--- src/rtl/registrador_8bit.sv ---
// WIDTH-bit edge-triggered register with synchronous clear (clr, active-high)
// and synchronous preset (pr, active-low); clear wins over preset.

module registrador_8bit_cell (
    input  logic clk,
    input  logic d,
    input  logic pr,
    input  logic clr,
    output logic q
);

    always_ff @(posedge clk) begin
        if (clr) begin
            q <= 1'b0;
        end else if (!pr) begin
            q <= 1'b1;
        end else begin
            q <= d;
        end
    end

endmodule

module registrador_8bit #(
    parameter int WIDTH = 8
) (
    input  logic             clk,
    input  logic [WIDTH-1:0] d,
    input  logic             pr,
    input  logic             clr,
    output logic [WIDTH-1:0] q
);

    // One identical cell per bit, all sharing clock, preset and clear.
    for (genvar i = 0; i < WIDTH; i++) begin : g_cell
        registrador_8bit_cell u_cell (
            .clk (clk),
            .d   (d[i]),
            .pr  (pr),
            .clr (clr),
            .q   (q[i])
        );
    end

endmodule

--- config.mk ---
export PLATFORM = sky130hd
export DESIGN_NAME = registrador_8bit
export DESIGN_NICKNAME = d
export VERILOG_FILES = /design/src/rtl/registrador_8bit.sv
export SDC_FILE = /design/constraint.sdc
export NUM_CORES = 1
export LEC_CHECK = 0
export BUFFER_PORTS_ARGS = -buffer_cell sky130_fd_sc_hd__clkbuf_2
export CORE_AREA = 5 5 42 44
export DETAILED_ROUTE_END_ITERATION = 8
export DIE_AREA = 0 0 47 49
export HOLD_SLACK_MARGIN = 0.05
export SYNTH_ARGS = -nofsm -noshare
export SYNTH_HDL_FRONTEND = slang
export SYNTH_SLANG_ARGS = --single-unit
--- constraint.sdc ---
create_clock -name clk -period 0.8 [get_ports clk]
set_input_delay 0.16 -clock clk [delete_from_list [all_inputs] [get_ports clk]]
set_output_delay 0.16 -clock clk [all_outputs]
set_load 0.05 [all_outputs]
==> summary.txt <==
Outcome = complete, but fails checks
Failing checks = negative setup slack
Global-route wire length before repair = 993 µm
Mapped Cells = 34
TritonCTS clock tree = done
Vias in the first global route = 261
Fin crit period = 0.8968 ns
Num Clock Sinks = 8
Post-synthesis average cell area = 9.973 µm²
Maximum vdd drop = 0.5962 mV
Max stage delay on crit path = 0.33 ns
DRT Pass-1 Iters = 1
Clk root buf = clkbuf_4
Worst slack, placed = 0.06802 ns
Core Rows = 14
Crit-path cells = clkbuf_16
TritonCTS buffer count = 3
Period Utilization, post-route = 112.1%
Total grt overflow = 0
Worst Path Required = 0.64 ns
Final WS setup = -0.09680 ns
Synth Cell Area = 339.1 µm²
Die area = 0.002303 mm²
LEAKAGE = 0.2485 nW
Largest Register = g_cell.u_cell.q
Starting density of the core = 24.20%
Max_cap viols = 0
Final setup vio count = 8
H-tree levels = 1
Setup crit end kind = output port
CTS clk-pin slew, worst paths = 0.05 ns
Synth unique cells = 5
Maximum clock frequency = 1115 MHz
Max Slew Vio Count = 0
RSZ-0062 raised after global routing = true
Drt drc = 0
HPWL Detailed = 475 µm
Vias/cell = 3.836
Final ANT Viol Nets = 0
Hold Vio Cnt, Final = 0
WL final = 587 µm
PwrDens = 1990 mW/mm²
Setup TNS = -0.6166 ns
Initial DRC Count = 0
Yosys top cell area share = 47.23%
Diodes inserted = 0
Crit path max-delay cell type = dfxtp_2
Core area = 0.001401 mm²
Number of setup buffers added after CTS = 0
Least-Margin Pin Slew = 0.2505 ns
PortBufs = 18
Critical Path Start Type = flip-flop
Biggest regs = g_cell.u_cell.q: 8 flops
I/O pin cnt = 19
Via count = 234
Worst Path Arrival = 0.74 ns
Mean routed wirelength per cell = 9.623 µm
Dominant cell type by area after synthesis = dfxtp_1
Delay-heaviest family, CP = flip-flops
Initial antenna violation count = 0
GRT Overall Usage = 6.215%
Die Y = 49 µm
Max-slew headroom = 83.30%
Final nets = 58
WHS = 0.1227 ns
Layout cell share with drive strength beyond 1 = 82.22%
Yosys warnings = 0
Die Width = 47 µm
Design Power = 1.001 mW
Max reg flops = 8
Sequential cell area fraction in the yosys report = 47.23%
Clock Path Buffers = 2
Synth Register Bits = 8
Gpl congestion = 0.5786
CP bufs+invs = 1
Worst Path Max Fanout = 1
Worst Hold Class = in2reg
Synth area leaders = dfxtp_1 (47%), a21oi_2 (21%), buf_4 (20%)
Area grow syn2layout = 48.34%
Net count after synthesis = 45
Pin count of the biggest net entering global routing = 9
Crit path kind = reg2out
through the flow:
stage	std cells	utilization (%)	cell area (µm²)
after CTS	61	35.36	495.5
final	61	35.89	503.0
after global routing	61	35.89	503.0
after detailed placement	58	26.43	370.4
after floorplan	34	-	339.1
after global placement	58	26.43	370.4
per-layer routing:
layer,GRT usage [%],part of all wire (%),vias up
met1,5.765,30,109
met5,0,0,-
met2,10.41,64,8
met4,6.912,0,0
met3,0.3690,5.5,0
li1,-,-,117
final timing paths:
check	start	depth (start not counted)	endpoint	slack, ns
setup / recovery	g_cell[3].u_cell.q$_SDFF_PP0_	1	q[3]	-0.1
hold / removal	d[1]	3	g_cell[1].u_cell.q$_SDFF_PP0_	0.12
power breakdown:
group	switching [mW]	total, mW	internal [mW]
Sequential	0.0172	0.449	0.432
Clock	0.126	0.296	0.171
Combinational	0.142	0.255	0.113
Total	0.285	1.00	0.716
synthesized netlist by cell type:
| master | number |
|---|---|
| inv_1 | 8 |
| buf_6 | 1 |
| dfxtp_1 | 8 |
| a21oi_2 | 8 |
| buf_4 | 9 |
area by class of cell:
cell class | count | area (µm²)
Timing Repair Buffer | 18 | 190.2
Multi-Input combinational cell | 8 | 70.07
Clock buffer | 3 | 22.52
Tap cell | 16 | 20.02
Fill cell | 163 | 898.4
Sequential cell | 8 | 170.2
Inverter | 8 | 30.03
kinds of logic (layout without fill, tap and decap cells):
| logic type | after synthesis | count (layout) | synth area share, % |
|---|---|---|---|
| DFF | 8 | 8 | 47.23 |
| buffers and inverters | 18 | 29 | 32.10 |
| AOI/OAI and AO/OA | 8 | 8 | 20.67 |
what timing repair did:
item	4_1_cts	5_1_grt
endpoints found under the setup margin	8	8
hold endpoints to repair	0	0
hold buffers	0	0
gates resized for setup	26	6
placed cells by master (no fill, tap or decap), drive strengths merged:
cell type	n
a21oi	8
clkbuf	15
buf	6
dfxtp	8
inv	8
(Power assumes the default switching activity.)
